### config.mk
export PLATFORM = sky130hd
export DESIGN_NAME = stage0_fetch
export DESIGN_NICKNAME = d
export VERILOG_FILES = /design/src/rtl/stage0_fetch.sv
export SDC_FILE = /design/constraint.sdc
export NUM_CORES = 1
export LEC_CHECK = 0
export ABC_AREA = 1
export BUFFER_PORTS_ARGS = -buffer_cell sky130_fd_sc_hd__buf_2
export CAP_MARGIN = 0
export CORE_ASPECT_RATIO = 1.4
export CORE_MARGIN = 8
export CORE_UTILIZATION = 52
export DETAILED_ROUTE_END_ITERATION = 8
export PLACE_DENSITY_LB_ADDON = 0.3
export SYNTH_ARGS = -nofsm -noshare
export SYNTH_HDL_FRONTEND = slang
export SYNTH_SLANG_ARGS = --single-unit
### constraint.sdc
create_clock -name clk -period 2.77 [get_ports clk]
set_input_delay 0.1385 -clock clk [delete_from_list [all_inputs] [get_ports clk]]
set_output_delay 0.1385 -clock clk [all_outputs]
set_load 0.005 [all_outputs]
### src/rtl/stage0_fetch.sv
// Instruction fetch/decode stage: owns the PC, fetches over req/ack, presents decoded fields to STAGE1.
// Optional illegal-instruction trap on mblock_s1 == 2'b01 is built when STAGE0_ILLEGAL_TRAP_EN is defined.
`timescale 1ns/1ps
module stage0_fetch #(
  parameter int          PC_WIDTH = 16,
  parameter int unsigned RESET_PC = 0
) (
  input  logic                clk,
  input  logic                reset_n,
  output logic [PC_WIDTH-1:0] rom_address,
  output logic                rom_req,
  input  logic [31:0]         rom_value,
  input  logic                rom_ack,
  input  logic                jump_valid,
  input  logic [PC_WIDTH-1:0] jump_target,
  output logic                s1_valid,
  input  logic                s1_ready,
  output logic [1:0]          mblock_s1,
  output logic [7:0]          vr_source,
  output logic [5:0]          s1_op,
  output logic [15:0]         s1_imm,
  output logic [PC_WIDTH-1:0] s1_pc,
  output logic                halted,
  output logic                illegal
);

  typedef enum logic [1:0] {
    ST_FETCH   = 2'd0,
    ST_PRESENT = 2'd1,
    ST_HALT    = 2'd2
  } state_t;

  state_t              r_state;
  state_t              w_state_next;
  logic [PC_WIDTH-1:0] r_pc;
  logic [PC_WIDTH-1:0] w_pc_next;
  logic [1:0]          r_mblock;
  logic [7:0]          r_vr_source;
  logic [5:0]          r_op;
  logic [15:0]         r_imm;
  logic [PC_WIDTH-1:0] r_s1_pc;
  logic                w_take;
  logic                w_is_halt;
  logic                w_is_illegal;

  // An ack coinciding with a jump belongs to the abandoned PC and is dropped.
  assign w_take    = (r_state == ST_FETCH) && rom_ack && !jump_valid;
  assign w_is_halt = (rom_value[29:24] == 6'h3F);

`ifdef STAGE0_ILLEGAL_TRAP_EN
  assign w_is_illegal = (rom_value[31:30] == 2'b01);
`else
  assign w_is_illegal = 1'b0;
`endif

  always_comb begin
    w_state_next = r_state;
    w_pc_next    = r_pc;
    case (r_state)
      ST_FETCH: begin
        if (rom_ack) begin
          w_state_next = (w_is_halt || w_is_illegal) ? ST_HALT : ST_PRESENT;
        end
      end
      ST_PRESENT: begin
        if (s1_ready) begin
          w_state_next = ST_FETCH;
          w_pc_next    = r_pc + PC_WIDTH'(1);
        end
      end
      default: begin
        w_state_next = ST_HALT;
      end
    endcase
    // Redirect wins over halt decode and over the sequential increment.
    if (jump_valid) begin
      w_state_next = ST_FETCH;
      w_pc_next    = jump_target;
    end
  end

  always_ff @(posedge clk or negedge reset_n) begin
    if (!reset_n) begin
      r_state <= ST_FETCH;
      r_pc    <= PC_WIDTH'(RESET_PC);
    end else begin
      r_state <= w_state_next;
      r_pc    <= w_pc_next;
    end
  end

  always_ff @(posedge clk or negedge reset_n) begin
    if (!reset_n) begin
      r_mblock    <= '0;
      r_vr_source <= '0;
      r_op        <= '0;
      r_imm       <= '0;
      r_s1_pc     <= '0;
    end else if (w_take) begin
      r_mblock    <= rom_value[31:30];
      r_op        <= rom_value[29:24];
      r_vr_source <= rom_value[23:16];
      r_imm       <= rom_value[15:0];
      r_s1_pc     <= r_pc;
    end
  end

`ifdef STAGE0_ILLEGAL_TRAP_EN
  logic r_illegal;

  always_ff @(posedge clk or negedge reset_n) begin
    if (!reset_n) begin
      r_illegal <= 1'b0;
    end else if (jump_valid) begin
      r_illegal <= 1'b0;
    end else if (w_take && w_is_illegal) begin
      r_illegal <= 1'b1;
    end
  end

  assign illegal = r_illegal;
`else
  assign illegal = 1'b0;
`endif

  assign rom_req     = (r_state == ST_FETCH);
  assign rom_address = r_pc;
  assign s1_valid    = (r_state == ST_PRESENT);
  assign halted      = (r_state == ST_HALT);
  assign mblock_s1   = r_mblock;
  assign vr_source   = r_vr_source;
  assign s1_op       = r_op;
  assign s1_imm      = r_imm;
  assign s1_pc       = r_s1_pc;

endmodule

Word-level counts from Yosys, hierarchy flattened
Cells that the tools add are included. Widths: inputs -> output; s select.

Bits in registers: 66. Input bits: 53. Logic and storage cells: 29.

Reductions and logical operators: 8. Muxes and demuxes: 8. $add $sub $neg: 1. Equality and inequality tests: 5.

Operators by type and width (count): $mux 16 (3); $add 16x1->16 const B (1); $mux 2 (4); $eq 6x6->1 const B (1); $pmux 2 s2 (1); $reduce_and 2->1 (2); $reduce_bool 2->1 (2); $ne 3x1->1 const B (1); $ne 3x2->1 const B (1); $eq 2x1->1 const B (1); $eq 2x2->1 const B (1); $logic_and 1x1->1 (2); $logic_not 2->1 (1); $logic_not 1->1 (1).

Longest topological paths before layout
Gate-level depths: netlist (run 1).

Depth in word-level cells: 5. Depth in mapped cells: 9. Depth with buffers taken out: 9.

Worst setup path after synthesis (run 1)
OpenSTA, ideal clock, no wires.

Kind: register to register. Start point: reg r_pc[1], in the netlist rom_address[1]. End point: reg r_pc[12], in the netlist rom_address[12]. Slack: 1.499 ns. Library setup time: 0.125 ns. Stages on the path, launching flop included: 9. Arrival time: 1.145 ns. Path through: dfrtp_1 > ha_1 > nand3_1 > inv_1 > nand2_1 > inv_1 > nand3_1 > nand3_1 > nand3_1.

Word-level cells in the longest chain between the ends: 4.

Ends and longest elaborated chain: start: declaration (line 35) `logic [PC_WIDTH-1:0] r_pc;`; start signal: assignment (line 85) `r_pc <= PC_WIDTH'(RESET_PC);`; start signal: assignment (line 88) `r_pc <= w_pc_next;`; $add 16x1->16 (line 68) `w_pc_next = r_pc + PC_WIDTH'(1);`; $mux 16 (line 66) `if (s1_ready) begin`; $mux 16 (line 59) `case (r_state)`; $mux 16 (line 76) `if (jump_valid) begin`.

No other way between the ends. The select of a mux whose other input is x is not followed. A chain may end at the register's enable or synchronous reset.

Worst setup path after layout (run 1)
Start point: reg r_state[1]. End point: reg r_s1_pc[13], in the netlist s1_pc[13].

Word-level cells in the longest chain between the ends: 3.

Ends and longest elaborated chain: start: declaration (line 33) `state_t r_state;`; start signal: assignment (line 87) `r_state <= w_state_next;`; $logic_not 2->1 (line 47) `assign w_take = (r_state == ST_FETCH) && rom_ack && !jump_valid;`; $logic_and 1x1->1 (2 in a row) (line 47); end signal: assignment (line 104) `r_s1_pc <= r_pc;`; end: declaration (line 41) `logic [PC_WIDTH-1:0] r_s1_pc;`.

No other way between the ends.

==> results of run 1 <==
## final timing paths
path	startpoint	to	slack (ns)	cells past startpoint
setup / recovery	r_state[1]	s1_pc[13]	0.91	7
hold / removal	jump_target[13]	rom_address[13]	0.02	3
setup reg to reg	r_state[1]	s1_pc[13]	0.91	7
hold reg to reg	s1_pc[3]	s1_pc[3]	0.49	2
max in group asynchronous	reset_n	rom_address[8]	1.73	3
min in group asynchronous	reset_n	vr_source[2]	0.52	3
## per-layer routing
metal / vias up / GRT usage [%]
li1: 1238 / -
met1: 1225 / 22.42
met2: 118 / 30.69
met3: 13 / 5.686
met4: 0 / 7.436
met5: - / 0
## power breakdown
part | leakage, nW | internal [mW] | switching, mW | total [mW]
clock | 0.105 | 0.504 | 0.373 | 0.878
combinational | 1.26 | 0.633 | 0.503 | 1.14
sequential | 0.791 | 1.29 | 0.207 | 1.50
## stage by stage
step	utilization [%]	worst slack (ns)	std cells	cell area, um2	hold slack [ns]
3_5_place_dp	64.37	0.8430	485	3747	0.3639
4_1_cts	68.28	0.8982	502	3975	0.006641
6_report	68.28	0.9070	502	3975	0.01816
2_1_floorplan	-	1.499	302	3112	-0.1571
5_1_grt	68.28	0.7563	502	3975	0.01392
3_3_place_gp	64.37	0.9273	485	3747	0.3555
## cells in the mapped netlist, types with 2 or more instances
cell      instances
o211ai_1          6
o21ai_0          21
nor2_1           22
dfrtp_1          66
buf_2             2
nand2_1          71
nand3_1          24
inv_2             2
xor2_1            2
clkbuf_1          2
buf_6             4
nand4_1           4
inv_1            28
mux2_4           34
a21oi_1           2
## worst max-delay path, cell delays in order, from the launching register on
cell and delay, ns:
dfrtp_1 0.37, inv_1 0.08, nand2_1 0.08, clkinv_2 0.08, nand3_4 0.51, buf_4 0.43
nand2_1 0.07, o21ai_0 0.08
## cell families after synthesis
kind of cell             Yosys count  share of synthesized area (%)
adder cells (fa/ha/maj)            1                         0.4020
XOR/XNOR                           3                         0.8445
other                              1                         0.1205
AND/OR/NAND/NOR                  124                          17.01
multiplexers                      35                          16.77
flip-flops                        66                          53.08
buffers and inverters             41                          6.152
AO/OA/AOI/OAI                     31                          5.629
## layout make-up
| type | count | area share [%] |
|---|---|---|
| Clock inverter | 7 | 2.361 |
| Sequential cell | 66 | 41.55 |
| Tap cell | 70 | 2.203 |
| Inverter | 32 | 3.053 |
| Clock buffer | 9 | 3.116 |
| Multi-Input combinational cell | 195 | 31.92 |
| Timing Repair Buffer | 123 | 15.80 |
## sequential cells by signal, summed over array words and instances (netlist names)
register and count:
mblock_s1 2, r_state 2, rom_address 16, s1_imm 16, s1_op 6, s1_pc 16
vr_source 8
## layout by cell type (no fill, tap or decap)
master         netlist  routed
mux2_2               1       1
nand3_1             24      24
xor2_1               2       2
nand2_2              1       1
ha_1                 1       1
nor2_1              22      22
clkbuf_8             0       9
nand2_1             71      71
buf_2                2     119
bufinv_16            0       2
dfrtp_1             66      66
clkinv_2             1       3
inv_1               28      28
dlygate4sd3_1        0       1
buf_4                1       3
inv_2                2       2
nand3_4              1       1
xnor2_1              1       1
a21oi_1              2       2
nor2_4               1       1
o21ai_0             21      21
clkinv_1             1       1
o221ai_1             1       1
clkinv_4             0       1
mux2_4              34      34
a31oi_1              1       1
conb_1               1       1
nand4_1              4       4
o211ai_1             6       6
clkinvlp_4           0       2
==> results.json, run 1 <==
{
  "start_util_pct": 53.45,
  "cts_buffers": 9,
  "fillers": 482,
  "portBuffers": 119,
  "synthToLayoutAreaGrowth_pct": 27.74,
  "required_ns": 2.98,
  "critPathKind": "reg -> reg",
  "fin_crit_sh_pct": 67.26,
  "syn_avg_cell_area_um2": 10.30,
  "clk-insertion-delay-late_ns": 0.34,
  "fmax_mhz": 536.8,
  "dr.pass1.iters": 4,
  "drt_iter0_markers": 129,
  "met2WireLength_um": 3924,
  "dp_hpwl_um": 6150,
  "grt_pass1_vias": 2724,
  "p_total_mw": 3.511,
  "overflow": 0,
  "core_um2": 5822,
  "drt_wl_total_um": 8079,
  "min_path_type": "in -> reg",
  "vias_per_cell": 5.167,
  "ys_async_sr_fraction_pct": 100.0,
  "die_width_um": 81.38,
  "status": "completed",
  "wl_met1_um": 3235,
  "post-route-min-period_ns": 1.863,
  "grt_setup_unrepaired": "false",
  "synth_cell_types": 27,
  "yosys-top-cells-area": "dfrtp_1, mux2_4, nand2_1",
  "syn_area_um2": 3112,
  "hold_viol_final": 0,
  "vias": 2594,
  "drc_errors": 0,
  "ctsHoldBuffers": 1,
  "cts_resized": 0,
  "gp_congestion": 0.9129,
  "dieArea_um2": 8751,
  "antenna_found_initial": 0,
  "boundaryPins": 121,
  "final-setup-viol-count": 0,
  "cp-end-kind": "flop",
  "fin_setup_tns_ns": 0,
  "finClkSkew_ns": 0.006905,
  "die_h_um": 107.5,
  "nets": 481,
  "p_leak_nw": 2.160,
  "yosys.area.top_type": "dfrtp_1",
  "synth_cells": 302,
  "synth_edf_count": 0,
  "yosysSeqAreaShare_pct": 53.08,
  "clkTransAtPathRegs_ns": 0.07,
  "cts_tree": "yes",
  "dr.max_layer_used": "met4",
  "cts.sinks": 66,
  "h-tree-depth": 3,
  "slew_viol_final": 0,
  "synth_fp_nets": 356,
  "drv_cap": 0,
  "fp-row-count": 33,
  "wl_per_cell_um": 16.09,
  "regArea_um2": 1652,
  "grt_pass1_wl_um": 12850,
  "power_density_nw_per_um2": 883.3,
  "clock-root-buffer": "clkbuf_8",
  "critPathArrivalTime_ns": 2.07,
  "synth_top_area_share_pct": 53.08,
  "clk_path_buf_depth": 2,
  "cp-start-kind": "flop",
  "grt_max_degree": 67,
  "multiInputGateArea_um2": 1269,
  "peakVddDrop_mv": 0.4573,
  "synth_flop_cell": "dfrtp_1",
  "n_antenna_cell": 0,
  "synth-seq-cells": 66,
  "drive_gt1_share_pct": 41.44,
  "ant_nets": 0,
  "yosysWarnings": 0,
  "crit_path_max_fanout": 37,
  "cts_setup_buffers": 0,
  "grtUsageTotal_pct": 18.84,
  "wl_met3_um": 767,
  "tightestPinTransition_ns": 0.7978,
  "slew_headroom_pct": 46.81
}
Power figures use the tool's default switching activity.
==> run 2, diff against run 1 <==
--- a/config.mk
+++ b/config.mk
@@ -10,7 +10,7 @@
 export CAP_MARGIN = 0
 export CORE_ASPECT_RATIO = 1.4
 export CORE_MARGIN = 8
-export CORE_UTILIZATION = 52
+export CORE_UTILIZATION = 44
 export DETAILED_ROUTE_END_ITERATION = 8
 export PLACE_DENSITY_LB_ADDON = 0.3
 export SYNTH_ARGS = -nofsm -noshare
==> constraint.sdc (replaced) <==
create_clock -name clk -period 1.7 [get_ports clk]
set_input_delay 0.085 -clock clk [delete_from_list [all_inputs] [get_ports clk]]
set_output_delay 0.085 -clock clk [all_outputs]
set_load 0.005 [all_outputs]
==> run 2 against run 1 <==
  * Largest power group unchanged
  * Total power up 64%
  * Via count grew 5.1%
  * Design area is 13% higher
  * Combinational power rose by 72%
  * Largest cell class unchanged
  * Setup slack lost 0.73 ns
==> results.json, run 2 (synthesis results as in run 1) <==
{
  "status": "completed",
  "clkTransAtPathRegs_ns": 0.07,
  "startpoint": "rom_address[1]",
  "p_leak_nw": 2.372,
  "drv_cap": 0,
  "drive_gt1_share_pct": 37.58,
  "clk_path_buf_depth": 2,
  "fillers": 554,
  "drt_iter0_markers": 99,
  "grt_max_degree": 67,
  "hold_viol_final": 0,
  "min_from": "jump_target[10]",
  "setup_slack_ns": 0.1787,
  "grtUsageTotal_pct": 19.23,
  "synthToLayoutAreaGrowth_pct": 44.31,
  "post-route-min-period_ns": 1.521,
  "multiInputGateArea_um2": 1269,
  "r2r-start": "rom_address[1]",
  "antenna_found_initial": 0,
  "die_width_um": 87.08,
  "wl_per_cell_um": 16.02,
  "die_h_um": 115.5,
  "clock-root-buffer": "clkbuf_8",
  "portBuffers": 119,
  "final_common_cell": "buf_2",
  "cts_buffers": 9,
  "peakVddDrop_mv": 0.7408,
  "crit_path_max_fanout": 6,
  "fin_setup_tns_ns": 0,
  "final-setup-viol-count": 0,
  "grt_pass1_wl_um": 14960,
  "dpl_worst_slack_ns": 0.2138,
  "power_density_nw_per_um2": 1286,
  "gp_congestion": 0.8903,
  "dieArea_um2": 10060,
  "h-tree-depth": 3,
  "overflow": 0,
  "critPathArrivalTime_ns": 1.75,
  "cp-start-kind": "flop",
  "fmax_mhz": 657.4,
  "start_util_pct": 45.15,
  "cts_tree": "yes",
  "fp-row-count": 36,
  "drt_wl_total_um": 9193,
  "regArea_um2": 1652,
  "n_antenna_cell": 0,
  "dp_hpwl_um": 6239,
  "ant_nets": 0,
  "drc_errors": 0,
  "vias": 2726,
  "grt_setup_unrepaired": "false",
  "fin_crit_sh_pct": 89.49,
  "required_ns": 1.93,
  "core_um2": 6892,
  "boundaryPins": 121,
  "min_path_type": "in -> reg",
  "cp-end-kind": "flop",
  "vias_per_cell": 4.749,
  "critPathKind": "reg -> reg",
  "dr.pass1.iters": 5,
  "slew_viol_final": 0,
  "cts_setup_buffers": 0,
  "nets": 529,
  "cts.sinks": 66,
  "grt_pass1_vias": 2940,
  "clk-insertion-delay-late_ns": 0.35,
  "layout_common_cells": "buf_2, nand2_1, dfrtp_1, dlygate4sd3_1, mux2_4",
  "finClkSkew_ns": 0.008821
}
[run 2: cell count changes in the layout (fill, tap and decap cells not counted), sizes merged]
cell / before / now
buf: 122 / 125
bufinv: 2 / 1
clkbuf: 9 / 13
clkinv: 5 / 3
clkinvlp: 2 / 0
dlygate4sd3: 1 / 46
[run 2: worst max-delay path, stage by stage, from the launching register on]
cell and delay, ns:
dfrtp_1 0.45, ha_1 0.23, nand3_1 0.14, inv_1 0.10
nand2_1 0.11, inv_1 0.12, nand3_1 0.08, nand3_1 0.09
nand3_1 0.08
[run 2: power by group]
group / switching [mW] / internal, mW / total [mW]
Clock: 0.575 / 0.788 / 1.36
Sequential: 0.349 / 2.11 / 2.45
Combinational: 0.847 / 1.11 / 1.96
Total: 1.77 / 4.00 / 5.77
[run 2: cell type report]
cell class | count | area share, %
multi-input cells | 195 | 28.25
clock buffers | 13 | 3.761
inverters | 32 | 2.703
clock inverters | 2 | 0.7802
repair buffers | 171 | 25.08
well taps | 95 | 2.647
flip-flops and latches | 66 | 36.78
[run 2: layer usage]
layer | part of all wire [%] | routed length (um) | track usage [%]
met1 | 41 | 3775 | 22.17
met2 | 50 | 4571 | 32.29
met3 | 7.1 | 650 | 5.181
met4 | 2.1 | 196 | 8.997
met5 | 0 | 0 | 0
[run 2: final timing paths]
check,to,slack [ns],cells past startpoint
max in group asynchronous,s1_imm[6],1.12,3
worst max-delay path,rom_address[12],0.18,8
worst min-delay path,rom_address[10],0.04,5
worst max register to register,rom_address[12],0.18,8
worst min register to register,s1_pc[4],0.48,2
min in group asynchronous,mblock_s1[0],0.27,3
[run 2: timing repair]
item | CTS | global route
gates resized for setup | 0 | 0
hold buffers | 46 | 0
hold endpoints to repair | 111 | 0
[run 2: metrics by stage]
stage	power [mW]	hold slack (ns)	std cells	util (%)	area, um2
finish	5.773	0.04355	574	65.16	4491
global placement	4.277	0.1292	513	55.52	3826
CTS	5.808	0.03611	574	65.16	4491
detailed placement	4.338	0.1308	513	55.52	3826
global route	6.131	0.08056	574	65.16	4491
floorplan	3.442	-0.2106	302	-	3112
==> run 3, diff against run 2 <==
--- a/config.mk
+++ b/config.mk
@@ -11,7 +11,9 @@
 export CORE_ASPECT_RATIO = 1.4
 export CORE_MARGIN = 8
 export CORE_UTILIZATION = 44
+export CTS_BUF_LIST = sky130_fd_sc_hd__clkbuf_4 sky130_fd_sc_hd__clkbuf_8 sky130_fd_sc_hd__clkbuf_16
 export DETAILED_ROUTE_END_ITERATION = 8
+export HOLD_SLACK_MARGIN = 0.05
 export PLACE_DENSITY_LB_ADDON = 0.3
 export SYNTH_ARGS = -nofsm -noshare
 export SYNTH_HDL_FRONTEND = slang
==> run 3 against run 2 <==
  * Non-clock buffer count rose by 1
  * Design area rose by 0.31%
  * Fmax fell by 1.1%
  * Clock skew barely moved
  * Utilization rose by 0.20 points
  * Sequential power barely moved
  * Critical endpoint unchanged
  * Largest cell class unchanged
==> results.json, run 3 (synthesis results as in run 1) <==
{
  "post-route-min-period_ns": 1.538,
  "hold_viol_final": 0,
  "drv_cap": 0,
  "clock-root-buffer": "clkbuf_8",
  "final_common_cell": "buf_2",
  "grt_pass1_vias": 2952,
  "die_width_um": 87.08,
  "cp-end-kind": "flop",
  "ant_nets": 0,
  "drt_iter0_markers": 102,
  "h-tree-depth": 3,
  "dieArea_um2": 10060,
  "fin_hold_ws_ns": 0.08200,
  "grt_setup_unrepaired": "false",
  "overflow": 0,
  "peakVddDrop_mv": 0.7407,
  "fmax_mhz": 650.1,
  "vias_per_cell": 4.730,
  "final_core_util_pct": 65.36,
  "finClkSkew_ns": 0.008639,
  "post-route-cell-area_um2": 4504,
  "cts_tree": "yes",
  "gp_congestion": 0.8903,
  "critPathKind": "reg -> reg",
  "die_h_um": 115.5,
  "boundaryPins": 121,
  "placed_cell_area_um2": 3826,
  "final-setup-viol-count": 0,
  "dr.pass1.iters": 4,
  "setup_slack_ns": 0.1617,
  "min_path_type": "in -> reg",
  "clk_path_buf_depth": 2,
  "layout_common_cells": "buf_2, nand2_1, dfrtp_1, dlygate4sd3_1, mux2_4",
  "antenna_found_initial": 0,
  "grtUsageTotal_pct": 19.28,
  "p_leak_nw": 2.380,
  "clk-insertion-delay-late_ns": 0.35,
  "status": "completed",
  "cts_buffers": 9,
  "drt_wl_total_um": 9224,
  "r2r_slack_ns": 0.16,
  "cpMostUsedCell": "nand3_1",
  "synthToLayoutAreaGrowth_pct": 44.75,
  "clkTransAtPathRegs_ns": 0.07,
  "vias": 2720,
  "core_um2": 6892,
  "power_density_nw_per_um2": 1286,
  "grt_pass1_wl_um": 14990,
  "cp-start-kind": "flop",
  "p_total_mw": 5.791,
  "place_inst": 513,
  "slowest_stage": "dfrtp_1",
  "n_antenna_cell": 0,
  "portBuffers": 119,
  "drc_errors": 0,
  "critPathArrivalTime_ns": 1.77,
  "wl_per_cell_um": 16.04,
  "cts.sinks": 66,
  "fin_setup_tns_ns": 0,
  "crit_path_max_fanout": 6,
  "start_util_pct": 45.15,
  "post_layout_nonfiller_instances": 575,
  "fp-row-count": 36,
  "grt_max_degree": 67,
  "slowest_delay_ns": 0.45,
  "cp_cell_sequence": "ha_1, nand3_1, inv_1, nand2_1, inv_1, nand3_1, nand3_1, nand3_1",
  "fillers": 549,
  "drive_gt1_share_pct": 37.71,
  "dpl_worst_slack_ns": 0.2138,
  "fin_crit_sh_pct": 90.49,
  "required_ns": 1.93,
  "dp_hpwl_um": 6239,
  "nets": 530,
  "cts_resized": 0,
  "slew_viol_final": 0
}
## run 3: cell types whose count changed in the layout (fill, tap and decap cells not counted), sizes merged
cell         change
dlygate4sd3      +1
## run 3: path summary, 6_finish.rpt
check                                start               to  cells after the start
setup / recovery            rom_address[1]  rom_address[12]                      8
hold / removal             jump_target[15]  rom_address[15]                      5
setup reg to reg            rom_address[1]  rom_address[12]                      8
hold reg to reg                   s1_pc[4]         s1_pc[4]                      2
max in group asynchronous          reset_n        s1_imm[6]                      3
min in group asynchronous          reset_n     mblock_s1[0]                      3
## run 3: layout make-up
type | instances | area (um2) | share of cell area [%]
Clock buffer | 13 | 172.7 | 3.833
Inverter | 32 | 121.4 | 2.694
Tap cell | 95 | 118.9 | 2.639
Clock inverter | 2 | 35.03 | 0.7778
Multi-Input combinational cell | 195 | 1269 | 28.17
Sequential cell | 66 | 1652 | 36.67
Timing Repair Buffer | 172 | 1136 | 25.22
## run 3: metal layers
layer | routed length (um) | global-route usage [%] | up-vias | share of wire, %
met4 | 196 | 8.997 | 0 | 2.1
met3 | 616 | 5.181 | 15 | 6.7
met2 | 4592 | 32.45 | 96 | 50
li1 | - | - | 1332 | -
met1 | 3819 | 22.17 | 1277 | 41
met5 | 0 | 0 | - | 0
## run 3: worst max-delay path, delay by kind of cell, from the launching register on
kind,cells,cell delay [ns]
fa+ha+maj,1,0.23
buf+inv,2,0.23
flops,1,0.45
simple gates,5,0.50
## run 3: timing repair
action,in CTS,in global routing
hold buffers,47,0
hold endpoints to repair,112,0
setup buffers,0,0
## run 3: where the power goes
group | leakage, nW | internal, mW | total [mW] | switching, mW
sequential | 0.791 | 2.11 | 2.46 | 0.350
clock | 0.109 | 0.804 | 1.38 | 0.574
combinational | 1.48 | 1.11 | 1.96 | 0.847
